`src/rtl/instruction_fetch_pkg.sv`:
```
// -----------------------------------------------------------------------------
// instruction_fetch_pkg
// Shared definitions for the instruction fetch unit and its fetch queue:
//   - address / data widths and the size of one instruction in bytes
//   - FSM state encoding for the fetch controller
//   - the queue entry type {pc, instr}
//   - word_align(): clears the byte offset of an address
// -----------------------------------------------------------------------------
package instruction_fetch_pkg;

    localparam int ADDR_WIDTH  = 32;
    localparam int DATA_WIDTH  = 32;
    localparam int INSTR_BYTES = 4;

    // Fetch controller states
    localparam logic [1:0] ST_IDLE  = 2'd0;
    localparam logic [1:0] ST_REQ   = 2'd1;
    localparam logic [1:0] ST_WAIT  = 2'd2;
    localparam logic [1:0] ST_DRAIN = 2'd3;

    typedef struct packed {
        logic [ADDR_WIDTH-1:0] pc;
        logic [DATA_WIDTH-1:0] instr;
    } fetch_entry_t;

    function automatic logic [ADDR_WIDTH-1:0] word_align(input logic [ADDR_WIDTH-1:0] addr);
        return {addr[ADDR_WIDTH-1:2], 2'b00};
    endfunction

endpackage

```
`src/rtl/instruction_fetch_queue.sv`:
```
// -----------------------------------------------------------------------------
// fetch_queue
// DEPTH-entry FIFO of fetched instructions with their addresses.
// Ports:
//   clk, reset   - clock, asynchronous active-low reset (empties the queue)
//   push         - write push_entry at the tail (ignored when full without pop)
//   push_entry   - {pc, instr} to store
//   pop          - drop the head entry (ignored when empty)
//   flush        - discard every entry; wins over push and pop
//   head         - current head entry (meaningless while empty)
//   full, empty  - occupancy flags
//   count        - number of valid entries, 0..DEPTH
// -----------------------------------------------------------------------------
module fetch_queue
    import instruction_fetch_pkg::*;
#(
    parameter int DEPTH = 2
) (
    input  logic                   clk,
    input  logic                   reset,
    input  logic                   push,
    input  fetch_entry_t           push_entry,
    input  logic                   pop,
    input  logic                   flush,
    output fetch_entry_t           head,
    output logic                   full,
    output logic                   empty,
    output logic [$clog2(DEPTH):0] count
);

    localparam int PTR_W = (DEPTH > 1) ? $clog2(DEPTH) : 1;
    localparam logic [PTR_W:0] FULL_COUNT = (PTR_W + 1)'(DEPTH);

    fetch_entry_t     storage [DEPTH];
    logic [PTR_W-1:0] rd_ptr;
    logic [PTR_W-1:0] wr_ptr;
    logic             do_push;
    logic             do_pop;

    assign full    = (count == FULL_COUNT);
    assign empty   = (count == '0);
    assign do_pop  = pop && !empty;
    // A full queue can still accept a push in the same cycle it pops.
    assign do_push = push && (!full || do_pop);
    assign head    = storage[rd_ptr];

    // Storage array is data-only; validity is tracked by count, so it needs no reset.
    always_ff @(posedge clk) begin
        if (do_push && !flush) begin
            storage[wr_ptr] <= push_entry;
        end
    end

    // Pointers wrap naturally because DEPTH is a power of two.
    always_ff @(posedge clk or negedge reset) begin
        if (!reset) begin
            rd_ptr <= '0;
            wr_ptr <= '0;
            count  <= '0;
        end else if (flush) begin
            rd_ptr <= '0;
            wr_ptr <= '0;
            count  <= '0;
        end else begin
            if (do_push) begin
                wr_ptr <= wr_ptr + 1'b1;
            end
            if (do_pop) begin
                rd_ptr <= rd_ptr + 1'b1;
            end
            unique case ({do_push, do_pop})
                2'b10:   count <= count + 1'b1;
                2'b01:   count <= count - 1'b1;
                default: count <= count;
            endcase
        end
    end

endmodule

```
`src/rtl/instruction_fetch.sv`:
```
// -----------------------------------------------------------------------------
// instruction_fetch
// Fetches instructions from instruction memory into a small queue, with at
// most one memory request outstanding. Branch/jump redirects flush the queue
// and drop any response still in flight.
// Ports:
//   clk, reset          - clock, asynchronous active-low reset
//   pc                  - current program counter (external PC register)
//   pc_enable, next_pc  - PC register load strobe and value
//   redirect_valid/_pc  - redirect request and target
//   imem_req/_addr      - memory read request and word-aligned address
//   imem_gnt            - request accepted this cycle
//   imem_rvalid/_rdata  - read response
//   instr_valid, instr, instr_pc - queue head towards decode
//   instr_ready         - decode accepts the head
// -----------------------------------------------------------------------------
module instruction_fetch
    import instruction_fetch_pkg::*;
#(
    parameter int DEPTH = 2
) (
    input  logic                  clk,
    input  logic                  reset,
    input  logic [ADDR_WIDTH-1:0] pc,
    output logic                  pc_enable,
    output logic [ADDR_WIDTH-1:0] next_pc,
    input  logic                  redirect_valid,
    input  logic [ADDR_WIDTH-1:0] redirect_pc,
    output logic                  imem_req,
    output logic [ADDR_WIDTH-1:0] imem_addr,
    input  logic                  imem_gnt,
    input  logic                  imem_rvalid,
    input  logic [DATA_WIDTH-1:0] imem_rdata,
    output logic                  instr_valid,
    output logic [DATA_WIDTH-1:0] instr,
    output logic [ADDR_WIDTH-1:0] instr_pc,
    input  logic                  instr_ready
);

    localparam int CW = $clog2(DEPTH) + 1;
    localparam logic [CW-1:0] QUEUE_SLOTS = CW'(DEPTH);

    logic [1:0]            state;
    logic [1:0]            state_next;
    logic [ADDR_WIDTH-1:0] captured_pc;
    logic                  granted;
    logic                  q_push;
    logic                  q_full;
    logic                  q_empty;
    logic [CW-1:0]         q_count;
    fetch_entry_t          q_push_entry;
    fetch_entry_t          q_head;

    // The request stays up until granted because pc only moves on a grant or a
    // redirect; a redirect is the only thing that can withdraw it.
    assign imem_req  = (state == ST_REQ) && (q_count < QUEUE_SLOTS);
    assign imem_addr = imem_req ? word_align(pc) : '0;
    assign granted   = imem_req && imem_gnt;

    // Next-state, push and PC-load decisions. A redirect overrides both the
    // grant increment and the queue push; the reset term keeps the PC strobe
    // quiet while the block is held in reset.
    always_comb begin
        state_next = state;
        q_push     = 1'b0;
        pc_enable  = 1'b0;
        next_pc    = '0;

        case (state)
            ST_IDLE: state_next = ST_REQ;
            ST_REQ: begin
                if (granted) begin
                    state_next = redirect_valid ? ST_DRAIN : ST_WAIT;
                end
            end
            ST_WAIT: begin
                if (redirect_valid) begin
                    state_next = imem_rvalid ? ST_REQ : ST_DRAIN;
                end else if (imem_rvalid) begin
                    q_push     = !q_full;
                    state_next = ST_REQ;
                end
            end
            ST_DRAIN: begin
                if (imem_rvalid) begin
                    state_next = ST_REQ;
                end
            end
            default: state_next = ST_IDLE;
        endcase

        if (redirect_valid) begin
            pc_enable = 1'b1;
            next_pc   = redirect_pc;
        end else if (granted) begin
            pc_enable = 1'b1;
            next_pc   = pc + ADDR_WIDTH'(INSTR_BYTES);
        end

        if (!reset) begin
            pc_enable = 1'b0;
            next_pc   = '0;
        end
    end

    // State register plus the address of the request in flight, which is
    // paired with its response when it is pushed.
    always_ff @(posedge clk or negedge reset) begin
        if (!reset) begin
            state       <= ST_IDLE;
            captured_pc <= '0;
        end else begin
            state <= state_next;
            if (granted) begin
                captured_pc <= pc;
            end
        end
    end

    assign q_push_entry = '{pc: captured_pc, instr: imem_rdata};

    fetch_queue #(
        .DEPTH(DEPTH)
    ) u_queue (
        .clk       (clk),
        .reset     (reset),
        .push      (q_push),
        .push_entry(q_push_entry),
        .pop       (instr_valid && instr_ready),
        .flush     (redirect_valid),
        .head      (q_head),
        .full      (q_full),
        .empty     (q_empty),
        .count     (q_count)
    );

    // Head fields are forced to zero when nothing valid is presented so the
    // outputs are clean in reset and after the queue drains.
    assign instr_valid = !q_empty;
    assign instr       = instr_valid ? q_head.instr : '0;
    assign instr_pc    = instr_valid ? q_head.pc : '0;

endmodule

```
`config.mk`:
```
export PLATFORM = sky130hd
export DESIGN_NAME = instruction_fetch
export DESIGN_NICKNAME = d
export VERILOG_FILES = /design/src/rtl/instruction_fetch_pkg.sv /design/src/rtl/instruction_fetch_queue.sv /design/src/rtl/instruction_fetch.sv
export SDC_FILE = /design/constraint.sdc
export NUM_CORES = 1
export LEC_CHECK = 0
export ABC_AREA = 1
export BUFFER_PORTS_ARGS = -buffer_cell sky130_fd_sc_hd__buf_4
export CORE_MARGIN = 1
export CORE_UTILIZATION = 56
export DETAILED_ROUTE_END_ITERATION = 10
export PLACE_DENSITY = 0.86
export SYNTH_ARGS = -nofsm -noshare
export SYNTH_HDL_FRONTEND = slang
export SYNTH_SLANG_ARGS = --single-unit
```
`constraint.sdc`:
```
create_clock -name clk -period 7.4 [get_ports clk]
set_clock_uncertainty 0.15 [all_clocks]
set_input_delay 0.37 -clock clk [delete_from_list [all_inputs] [get_ports clk]]
set_output_delay 0.37 -clock clk [all_outputs]
set_load 0.005 [all_outputs]
```
==> results of run 1 <==
[flip-flops by register name, summed over array words and instances (netlist names)]
| name | count |
|---|---|
| u_queue.storage | 128 |
| state | 2 |
| u_queue.count | 2 |
| u_queue.rd_ptr | 1 |
| captured_pc | 32 |
| u_queue.wr_ptr | 1 |
[cell families (layout without fill, tap and decap cells)]
group | after synthesis | after routing | synth area share (%)
AO/OA/AOI/OAI | 155 | 155 | 10.2
XOR/XNOR | 2 | 2 | 0.227
adder cells (fa/ha/maj) | 1 | 1 | 0.162
buffers and inverters | 98 | 357 | 5.20
flip-flops | 166 | 166 | 62.1
other | 1 | 2 | 0.0486
AND/OR/NAND/NOR | 429 | 429 | 22.1
[cells in the final DEF (no fill, tap or decap), types with 2 or more instances in the layout]
cell           count
nand3_1           25
nor2_1            87
dfrtp_1           37
conb_1             2
nor3_1             2
buf_4            235
edfxtp_1         128
dlygate4sd3_1     33
clkinv_4           4
inv_1             51
nand2_1          295
clkbuf_16         17
inv_2              5
clkinv_2           3
a21oi_1          109
inv_6              3
nand4_1            8
nor2_4             3
a32oi_1            2
nor2_2             4
nand2_2            2
o21ai_0           42
clkinvlp_4         3
[synth_stat cells]
library cell  count
conb_1            1
nand2_2           2
nand3_2           1
nor3_1            2
inv_2             5
buf_4             3
clkbuf_1         26
nand4_1           8
buf_1             4
nand2_1         295
o211ai_1          1
and3_1            1
nor2_2            4
a21oi_1         109
buf_6             2
dfrtp_1          38
clkinv_1          1
xor2_1            1
ha_1              1
nand3_1          25
o21ai_1           1
nor2_8            1
xnor2_1           1
buf_2             6
inv_1            51
nor2_1           90
edfxtp_1        128
o21ai_0          42
a32oi_1           2
[stage by stage]
step | total power, mW | worst slack (ns) | hold WS (ns) | instances | area (um^2)
6_report | 3.03 | 3.86 | 0.0512 | 1288 | 10400
5_1_grt | 3.17 | 3.64 | 0.0360 | 1288 | 10400
4_1_cts | 3.01 | 3.89 | 0.0310 | 1288 | 10400
3_5_place_dp | 2.17 | 4.36 | 0.232 | 1223 | 9540
3_3_place_gp | 2.13 | 4.46 | 0.225 | 1223 | 9540
2_1_floorplan | 1.68 | 3.20 | -0.0756 | 853 | 7720
[per-layer routing]
layer  global-route usage, %  up-vias  wire (um)
met5                       0        -          0
met4                    15.4        0        862
met3                    8.09       60       2410
met2                    59.2      462      12100
met1                    43.9     3390       9290
li1                        -     3316          -
[power by group through the flow]
stage | Sequential [mW] | Clock (mW) | Combinational [mW]
2_1_floorplan | 1.23 | 0 | 0.455
3_3_place_gp | 1.24 | 0 | 0.891
3_5_place_dp | 1.26 | 0 | 0.911
4_1_cts | 1.24 | 0.828 | 0.935
5_1_grt | 1.26 | 0.870 | 1.04
6_report | 1.25 | 0.830 | 0.952
[worst max path at each step]
| stage | depth (start not counted) | slack [ns] | startpoint | end |
|---|---|---|---|---|
| global placement | 11 | 4.46 | u_queue.count[1] | next_pc[7] |
| CTS | 11 | 3.89 | u_queue.count[1] | next_pc[7] |
| global route | 11 | 3.64 | u_queue.count[1] | next_pc[28] |
| floorplan | 4 | 3.20 | redirect_valid | u_queue.storage[0][0] |
| detailed placement | 11 | 4.36 | u_queue.count[1] | next_pc[7] |
| finish | 11 | 3.86 | u_queue.count[1] | next_pc[7] |
[worst max-delay path, delay by kind of cell, from the launching register on]
| family | cells | cell delay, ns |
|---|---|---|
| buf+inv | 5 | 0.92 |
| simple gates | 3 | 0.78 |
| flops | 1 | 0.44 |
| compound gates | 3 | 0.42 |
[layout make-up]
| cell class | instances | area [um^2] | share of cell area [%] |
|---|---|---|---|
| clock buffer | 18 | 429 | 4.11 |
| clock inverter | 14 | 129 | 1.24 |
| inverter | 57 | 214 | 2.05 |
| multi-input combinational | 589 | 2550 | 24.4 |
| sequential | 166 | 4800 | 46.0 |
| tap | 176 | 220 | 2.11 |
| timing repair buffer | 268 | 2090 | 20.1 |
==> key figures, run 1 <==
Outcome
  – Status: completed

Finish
  – Fraction of layout cells with a size suffix above 1: 25.4%
  – Layout area overhead: 35.1%
  – Ant diodes: 0
  – NumNets Final: about 1200
  – Total of fill cells in the finished design: between 800 and 900
  – Final core utilization: 78.2%

Power
  – Sw Ratio: between 30% and 40%
  – Worst vdd rail ir drop: 0.000197 V
  – Pleak: roughly 4.5 nW
  – Power Density: 290 nW/um^2
  – P_sw: 1.00 mW
  – Combinational share of power: between 30% and 40%
  – Clock power share: between 20% and 30%
  – Reg power frac: 41.2%
  – Internal: around 2 mW

STA
  – Period utilization: a little under half
  – Final min period: 3.54 ns
  – Fin. max-slew vios: 0
  – Final setup viols: 0
  – Setup TNS: 0 ns
  – Fmax: 283 MHz
  – Hold Vio Cnt, Final: 0
  – RSZ-0062 raised after global routing: false
  – Worst Tran Pin Value: roughly 1.1 ns
  – Relative slew slack: roughly a quarter

Synth
  – Synth area leader: edfxtp_1
  – Synthesized instance count: ~850
  – Top cell type's share of synthesized area: between 40% and 50%
  – Top cells by area, synth: edfxtp_1 (50%), nand2_1 (14%), dfrtp_1 (12%)
  – Register area share after synthesis: roughly 62%
  – Mapped Avg Cell Area: between 9 and 10 um^2
  – Number of synthesized register bits: approximately 170
  – Distinct cells, synth: 29
  – Synthesis Warnings: 0
  – Mapped Area: 7720 um^2

Global routing
  – Aggregate global-route resource usage: roughly a third
  – First-pass GRT wire length: between 30 and 40 mm
  – Largest net degree at the start of global routing: 67
  – Initial antenna violation count: 0
  – Vias in the first global route: around 7000
  – Remaining Overflow, GRT: 0

Setup path
  – Largest fanout on the critical path: 65
  – Required time of the critical path: approximately 6.9 ns
  – WS Path Type: register to primary output
  – Crit-path max cell delay: 0.51 ns
  – R2r setup slk: 5.02 ns
  – CP dominant cell by count: inv_2
  – CP Cell Sequence: inv_2 -> nand3_2 -> inv_2 -> nand2_2 -> buf_4 -> inv_2 -> nand2_2 -> a21oi_1 -> o21ai_0 -> a21oi_1 -> buf_4
  – Setup crit end kind: primary output
  – Worst r2r dst: u_queue.storage[1][54]
  – Critical path data arrival time: 3.02 ns
  – FF-to-FF path depth: 4
  – Startpoint types: register
  – Critical R2R Launch: state[0]
  – Slowest CP cell: nand3_2

Route
  – Via-to-Cell Ratio: roughly 5.6
  – Vias: roughly 7200
  – TritonRoute pass-1 iters: 5
  – DRC errors left: 0
  – 1st-iter DRT viols: between 800 and 900
  – Routed len/inst: 19.1 um
  – Final ANT Viol Nets: 0
  – WL final: 24.6 mm

Floorplan
  – Die area: approximately 14000 um^2
  – Core area: 13300 um^2
  – Starting Density: between 50 and 60%
  – Row count: 42
  – # IOs: between 200 and 250
  – Die Span Y: approximately 120 um
  – Die width: about 120 um

Clocking
  – Htree depth: 4
  – Setup bufs post-CTS: 0
  – CTS-repair resized insts: 0
  – Worst skew pair latency: between 0.4 and 0.5 ns
  – Hold Buf Count CTS: 33
  – Root buffer cell: clkbuf_16
  – Clk buf depth: 2
  – CTS Buf Count: 17
  – Clock Pin Slew Worst Setup and Hold Paths: around 0.070 ns
  – CTS tree: built
  – Clock sink count: ~170

Hold path
  – Hold Path Cell Cnt: 2
  – Hold endpoint: state[1]
  – Hold path startpoint: imem_rvalid
  – Worst hold path class: primary input to register

Placement
  – Port buffer count: 230
  – Gpl congestion: roughly 1.0
  – Dpl hpwl: about 16 mm

Job
  – MaxCap Viol Count: 0
No activity file was read; power rests on OpenSTA's default activity.
==> run 2, diff against run 1 <==
--- a/config.mk
+++ b/config.mk
@@ -8,9 +8,9 @@
 export ABC_AREA = 1
 export BUFFER_PORTS_ARGS = -buffer_cell sky130_fd_sc_hd__buf_4
 export CORE_MARGIN = 1
-export CORE_UTILIZATION = 56
+export CORE_UTILIZATION = 52
 export DETAILED_ROUTE_END_ITERATION = 10
-export PLACE_DENSITY = 0.86
+export PLACE_DENSITY = 0.81
 export SYNTH_ARGS = -nofsm -noshare
 export SYNTH_HDL_FRONTEND = slang
 export SYNTH_SLANG_ARGS = --single-unit
==> constraint.sdc (replaced) <==
create_clock -name clk -period 3.35 [get_ports clk]
set_clock_uncertainty 0.15 [all_clocks]
set_input_delay 0.1675 -clock clk [delete_from_list [all_inputs] [get_ports clk]]
set_output_delay 0.1675 -clock clk [all_outputs]
set_load 0.005 [all_outputs]
==> run 2 against run 1 <==
Compared with the run above:
- die area rose by 7.6%
- utilization fell by 3.7 points
- sequential share of layout area fell by 1.7 points
- total power rose by 130%
- final cell count rose by 3.0%
- critical path depth fell by 1
- clock power rose by 140%
- first-iteration DRC count fell by 13%
- register-to-register slack got worse by 3.8 ns
==> key figures, run 2 (synthesized netlist as in run 1, its figures left out) <==
Outcome
  – Status: completed (unchanged)

Setup path
  – Startpoint types: register (unchanged)
  – Crit-path max cell delay: 0.46 ns (was 0.51 ns)
  – R2r setup slk: 1.17 ns (was 5.02 ns)
  – Critical R2R Launch: u_queue.count[0] (was state[0])
  – WP buf/inv: 4 (was 5)
  – Setup crit end kind: primary output (unchanged)
  – CP Cell Sequence: inv_2 -> nand3_2 -> inv_2 -> nand2_2 -> inv_2 -> nand2_2 -> a21oi_1 -> nand2_1 -> a21oi_1 -> buf_4 (was inv_2 -> nand3_2 -> inv_2 -> nand2_2 -> buf_4 -> inv_2 -> nand2_2 -> a21oi_1 -> o21ai_0 -> a21oi_1 -> buf_4)
  – Worst r2r dst: u_queue.storage[0][23] (was u_queue.storage[1][54])
  – Critical path data arrival time: 2.42 ns (was 3.02 ns)
  – CP dominant cell by count: inv_2 (unchanged)
  – WS Path Type: register to primary output (unchanged)
  – Delay-heaviest family, CP: simple AND/OR/NAND/NOR gates (was buffers and inverters)
  – Largest fanout on the critical path: 22 (was 65)
  – FF-to-FF path depth: 5 (was 4)
  – Slowest CP cell: dfrtp_1 (was nand3_2)
  – Required time of the critical path: 3.03 ns (was 6.88 ns)

Finish
  – Fraction of layout cells with a size suffix above 1: 25.0% (was 25.4%)
  – NumNets Final: 1233 (was 1202)
  – Max FFs per register: 128 (unchanged)
  – Most common cell after layout, fill and taps aside: nand2_1 (unchanged)
  – Total of fill cells in the finished design: 1054 (was 858)
  – Layout area overhead: 40.2% (was 35.1%)
  – Commonest cells after routing, fill and taps aside: nand2_1 (295), buf_4 (237), edfxtp_1 (128), a21oi_1 (109), nor2_1 (87) (was nand2_1 (295), buf_4 (235), edfxtp_1 (128), a21oi_1 (109), nor2_1 (87))
  – Post-Layout Cell Count: 1327 (was 1288)
  – Ant diodes: 0 (unchanged)
  – Largest Register: u_queue.storage (unchanged)
  – Top Registers: u_queue.storage: 128 flops, captured_pc: 32 flops (unchanged)

STA
  – Final min period: around 2.7 ns
  – Worst Tran Pin Value: 1.03 ns (was 1.13 ns)
  – Period utilization: approximately 82%
  – Relative slew slack: 31.2% (was 24.8%)
  – Fmax: between 300 and 400 MHz
  – Setup TNS: 0 ns (unchanged)
  – RSZ-0062 raised after global routing: false (unchanged)
  – Hold Vio Cnt, Final: 0 (unchanged)
  – Hold WS: 0.0134 ns (was 0.0512 ns)
  – Fin. max-slew vios: 0 (unchanged)
  – Final setup viols: 0 (unchanged)

Global routing
  – First-pass GRT wire length: 36.4 mm (was 37.4 mm)
  – Initial antenna violation count: 0 (unchanged)
  – Largest net degree at the start of global routing: 67 (unchanged)
  – Aggregate global-route resource usage: 32.6% (was 35.3%)
  – Vias in the first global route: 6920 (was 7017)
  – Remaining Overflow, GRT: 0 (unchanged)

Power
  – Pleak: 4.70 nW (was 4.52 nW)
  – Worst vdd rail ir drop: 0.000372 V (was 0.000197 V)
  – Power Density: 639 nW/um^2 (was 290 nW/um^2)

Job
  – MaxCap Viol Count: 0 (unchanged)

Hold path
  – Worst hold path class: primary input to register (unchanged)
  – Hold path startpoint: pc[5] (was imem_rvalid)
  – Hold Path Cell Cnt: 3 (was 2)
  – Hold endpoint: captured_pc[5] (was state[1])

Floorplan
  – Starting Density: 53.1% (was 57.8%)
  – Core area: 14500 um^2 (was 13300 um^2)
  – Row count: 44 (was 42)
  – # IOs: 233 (unchanged)
  – Die width: 124 um (was 119 um)
  – Die area: 15300 um^2 (was 14300 um^2)
  – Die Span Y: 124 um (was 119 um)

Clocking
  – Clock Pin Slew Worst Setup and Hold Paths: 0.06 ns (was 0.07 ns)
  – Htree depth: 4 (unchanged)
  – Clk buf depth: 2 (unchanged)
  – Setup bufs post-CTS: 0 (unchanged)
  – Worst skew pair latency: 0.42 ns (was 0.43 ns)
  – CTS tree: built (unchanged)
  – Root buffer cell: clkbuf_16 (unchanged)
  – Clock sink count: 166 (unchanged)
  – CTS Buf Count: 17 (unchanged)

Route
  – Vias: 7201 (was 7228)
  – TritonRoute pass-1 iters: 5 (unchanged)
  – Via-to-Cell Ratio: 5.43 (was 5.61)
  – DRC errors left: 0 (unchanged)
  – Routed len/inst: 18.7 um (was 19.1 um)
  – WL final: 24.8 mm (was 24.6 mm)
  – 1st-iter DRT viols: 724 (was 833)
  – Final ANT Viol Nets: 0 (unchanged)

Placement
  – Dpl hpwl: 16.5 mm (was 15.8 mm)
  – Placed insts: 1235 (was 1223)
  – Gpl congestion: 0.968 (was 1.01)
  – Port buffer count: 230 (unchanged)
## run 2: cell count changes in the layout (fill, tap and decap cells not counted), sizes merged
cell	delta
inv	+1
clkinv	-3
clkbuf	+5
clkinvlp	-3
dlygate4sd3	+27
buf	+4
## run 2: power breakdown
group	internal [mW]	switching (mW)	total (mW)
clock network	1.20	0.793	1.99
registers	2.56	0.218	2.78
logic	0.929	1.21	2.14
## run 2: repair_timing
item                      in CTS  in global routing
hold endpoints to repair     130                  0
resized for setup              0                  0
hold buffers                  60                  0
## run 2: how the worst max path moves through the flow
| stage | start | slack [ns] | depth (start not counted) | end |
|---|---|---|---|---|
| finish | u_queue.count[1] | 0.61 | 10 | next_pc[25] |
| floorplan | state[0] | -0.72 | 3 | u_queue.storage[0][0] |
| detailed placement | u_queue.count[1] | 1.11 | 10 | next_pc[25] |
| CTS | u_queue.count[1] | 0.64 | 10 | next_pc[31] |
| global route | u_queue.count[1] | 0.41 | 10 | next_pc[8] |
| global placement | u_queue.count[1] | 1.15 | 10 | next_pc[25] |
## run 2: area by class of cell
cell class                 instances  area, um^2  area share (%)
inverter                          57         214            1.98
multi-input combinational        589        2550            23.6
timing repair buffer             299        2420            22.4
clock buffer                      23         533            4.92
clock inverter                     9        80.1           0.740
sequential                       166        4800            44.3
tap                              184         230            2.13
## run 2: worst reg2reg max path: stages (launching register included)
cell,delay [ns]
dfrtp_1,0.46
inv_1,0.10
nand2_1,0.10
nand3_1,0.29
nor2_4,0.37
buf_12,0.31
## run 2: through the flow
stage	total power [mW]	instance area, um^2	util [%]	setup slack, ns
finish	6.91	10800	74.5	0.612
global route	7.24	10800	74.5	0.414
CTS	6.89	10800	74.5	0.641
detailed placement	4.85	9610	66.1	1.11
global placement	4.78	9610	66.1	1.15
floorplan	3.72	7720	-	-0.722
## run 2: metal layers
| metal | vias to the layer above | track usage [%] | wire [um] |
|---|---|---|---|
| li1 | 3380 | - | - |
| met3 | 54 | 6.04 | 1840 |
| met5 | - | 0 | 0 |
| met1 | 3398 | 39.3 | 9440 |
| met2 | 369 | 56.8 | 12700 |
| met4 | 0 | 14.3 | 824 |
==> run 3, diff against run 2 <==
==> constraint.sdc (replaced) <==
create_clock -name clk -period 2.6 [get_ports clk]
set_clock_uncertainty 0.15 [all_clocks]
set_input_delay 0.13 -clock clk [delete_from_list [all_inputs] [get_ports clk]]
set_output_delay 0.13 -clock clk [all_outputs]
set_load 0.005 [all_outputs]
==> run 3 against run 2 <==
Compared with the run above:
- combinational power grew 29%
- final cell count grew 0.98%
- clock power grew 24%
- count of clock-buffer cells in the layout shrank 1
- utilization grew 0.88 points
- setup slack lost 0.45 ns
==> key figures, run 3 (synthesized netlist as in run 1, its figures left out) <==
Global routing
  – Largest net degree at the start of global routing: 65 (was 67)
  – Vias in the first global route: 6939 (was 6920)
  – First-pass GRT wire length: 35.5 mm (was 36.4 mm)
  – Initial antenna violation count: 0 (unchanged)
  – Aggregate global-route resource usage: 31.6% (was 32.6%)
  – Remaining Overflow, GRT: 0 (unchanged)

Hold path
  – Hold Path Cell Cnt: 3 (unchanged)
  – Hold path startpoint: pc[16] (was pc[5])
  – Worst hold path class: primary input to register (unchanged)
  – Hold endpoint: captured_pc[16] (was captured_pc[5])

Clocking
  – CTS Buf Count: 17 (unchanged)
  – Worst skew pair latency: 0.42 ns (about the same)
  – Htree depth: 4 (unchanged)
  – CTS tree: built (unchanged)
  – Clock sink count: 166 (unchanged)
  – Root buffer cell: clkbuf_16 (unchanged)
  – Clock Pin Slew Worst Setup and Hold Paths: 0.06 ns (about the same)
  – Clk buf depth: 2 (unchanged)

Route
  – Via-to-Cell Ratio: 5.37 (was 5.43)
  – DRC errors left: 0 (unchanged)
  – 1st-iter DRT viols: 606 (was 724)
  – TritonRoute pass-1 iters: 5 (unchanged)
  – Vias: 7194 (was 7201)
  – WL final: 24.2 mm (was 24.8 mm)
  – Final ANT Viol Nets: 0 (unchanged)
  – Routed len/inst: 18.0 um (was 18.7 um)

Finish
  – Max FFs per register: 128 (unchanged)
  – Layout area overhead: 41.8% (was 40.2%)
  – Fraction of layout cells with a size suffix above 1: 25.3% (was 25.0%)
  – NumNets Final: 1246 (was 1233)
  – Total of fill cells in the finished design: 1002 (was 1054)
  – Ant diodes: 0 (unchanged)
  – Commonest cells after routing, fill and taps aside: nand2_1 (295), buf_4 (240), edfxtp_1 (128), a21oi_1 (109), nor2_1 (86) (was nand2_1 (295), buf_4 (237), edfxtp_1 (128), a21oi_1 (109), nor2_1 (87))
  – Most common cell after layout, fill and taps aside: nand2_1 (unchanged)
  – Top Registers: u_queue.storage: 128 flops, captured_pc: 32 flops (unchanged)
  – Largest Register: u_queue.storage (unchanged)

STA
  – Fin worst setup slack: 0.165 ns (was 0.612 ns)
  – Relative slew slack: 50.7% (was 31.2%)
  – Fmax: between 400 and 500 MHz
  – Hold Vio Cnt, Final: 0 (unchanged)
  – Final setup viols: 0 (unchanged)
  – RSZ-0062 raised after global routing: false (unchanged)
  – Period utilization: between 90% and 100%
  – Hold WS: 0.0150 ns (was 0.0134 ns)
  – Fin. max-slew vios: 0 (unchanged)
  – Final min period: 2.44 ns
  – Worst Tran Pin Value: 0.737 ns (was 1.03 ns)

Setup path
  – Largest fanout on the critical path: 44 (was 22)
  – WP buf/inv: 5 (was 4)
  – Slowest CP cell: dfrtp_1 (unchanged)
  – Startpoint types: register (unchanged)
  – Critical Path Stages: 8 (was 10)
  – Worst r2r dst: u_queue.storage[1][40] (was u_queue.storage[0][23])
  – FF-to-FF path depth: 5 (unchanged)
  – Required time of the critical path: 2.32 ns (was 3.03 ns)
  – CP Cell Sequence: inv_2 -> nand3_2 -> inv_2 -> nand2_2 -> buf_4 -> buf_4 -> a21oi_1 -> buf_4 (was inv_2 -> nand3_2 -> inv_2 -> nand2_2 -> inv_2 -> nand2_2 -> a21oi_1 -> nand2_1 -> a21oi_1 -> buf_4)
  – Setup crit end kind: primary output (unchanged)
  – WS Path Type: register to primary output (unchanged)
  – CP dominant cell by count: buf_4 (was inv_2)
  – Crit-path max cell delay: 0.45 ns (was 0.46 ns)
  – R2r setup slk: 0.63 ns (was 1.17 ns)
  – Critical path data arrival time: 2.16 ns (was 2.42 ns)
  – Critical R2R Launch: u_queue.count[0] (unchanged)
  – Delay-heaviest family, CP: buffers and inverters (was simple AND/OR/NAND/NOR gates)

Power
  – Tot Pwr: 8.79 mW (was 6.91 mW)
  – Worst vdd rail ir drop: 0.000526 V (was 0.000372 V)
  – Pleak: 4.74 nW (was 4.70 nW)
  – Power Density: 802 nW/um^2 (was 639 nW/um^2)

Placement
  – Setup WS pre-CTS: 0.631 ns (was 1.11 ns)
  – Gpl congestion: 0.954 (was 0.968)
  – Dpl hpwl: 16.4 mm (was 16.5 mm)
  – Port buffer count: 230 (unchanged)

Floorplan
  – Die Span Y: 124 um (unchanged)
  – # IOs: 233 (unchanged)
  – Core area: 14500 um^2 (unchanged)
  – Starting Density: 53.1% (unchanged)
  – Die area: 15300 um^2 (unchanged)
  – Row count: 44 (unchanged)
  – Die width: 124 um (unchanged)

Job
  – MaxCap Viol Count: 0 (unchanged)

Outcome
  – Status: completed (unchanged)
## run 3: cell types whose count changed in the layout (fill, tap and decap cells not counted), moves of 2 or more
| cell | change |
|---|---|
| dlygate4sd3_1 | +9 |
| inv_6 | +2 |
| clkinv_4 | +2 |
| nor2_4 | +2 |
| buf_4 | +3 |
| clkinv_2 | -3 |
## run 3: layout make-up
type | count | area, um^2 | area share (%)
flip-flops and latches | 166 | 4800 | 43.8
multi-input cells | 589 | 2560 | 23.4
repair buffers | 312 | 2550 | 23.3
clock buffers | 22 | 518 | 4.73
well taps | 184 | 230 | 2.10
inverters | 57 | 214 | 1.95
clock inverters | 10 | 77.6 | 0.708
## run 3: worst min-delay path, delay by kind of cell
family / cells / cell delay (ns)
buffers and inverters: 2 / 0.22
AOI/OAI and AO/OA: 1 / 0.19
## run 3: power breakdown
part | leakage [nW] | internal, mW | switching (mW)
Combinational | 2.82 | 1.24 | 1.52
Clock | 0.294 | 1.43 | 1.02
Sequential | 1.62 | 3.30 | 0.264
## run 3: how the worst max path moves through the flow
stage,from,slack [ns],endpoint
CTS,pc[2],0.09,next_pc[24]
global placement,pc[2],0.69,next_pc[24]
global route,pc[2],0.006,next_pc[30]
detailed placement,u_queue.count[1],0.63,next_pc[17]
finish,u_queue.count[1],0.16,pc_enable
floorplan,state[0],-0.43,u_queue.storage[0][0]
## run 3: through the flow
stage | instances | util [%] | instance area (um^2) | setup TNS, ns
after floorplan | 853 | - | 7730 | -54.44
after global placement | 1239 | 66.4 | 9650 | 0
after detailed placement | 1239 | 66.4 | 9650 | 0
after CTS | 1340 | 75.3 | 10900 | 0
after global routing | 1340 | 75.3 | 11000 | 0
final | 1340 | 75.3 | 11000 | 0
## run 3: layer usage
metal	vias up	routed length (um)	part of all wire [%]	GRT usage, %
li1	3411	-	-	-
met1	3373	9360	39	38.7
met2	358	12200	51	55.0
met3	52	1870	7.8	5.04
met4	0	716	3.0	14.2
met5	-	0	0	0
## run 3: what timing repair did
item                                   CTS  global route
hold buffers                            69             0
setup endpoints to repair                0             5
gates resized for setup                  0             3
buffers inserted                         0             0
endpoints found under the hold margin  136             0
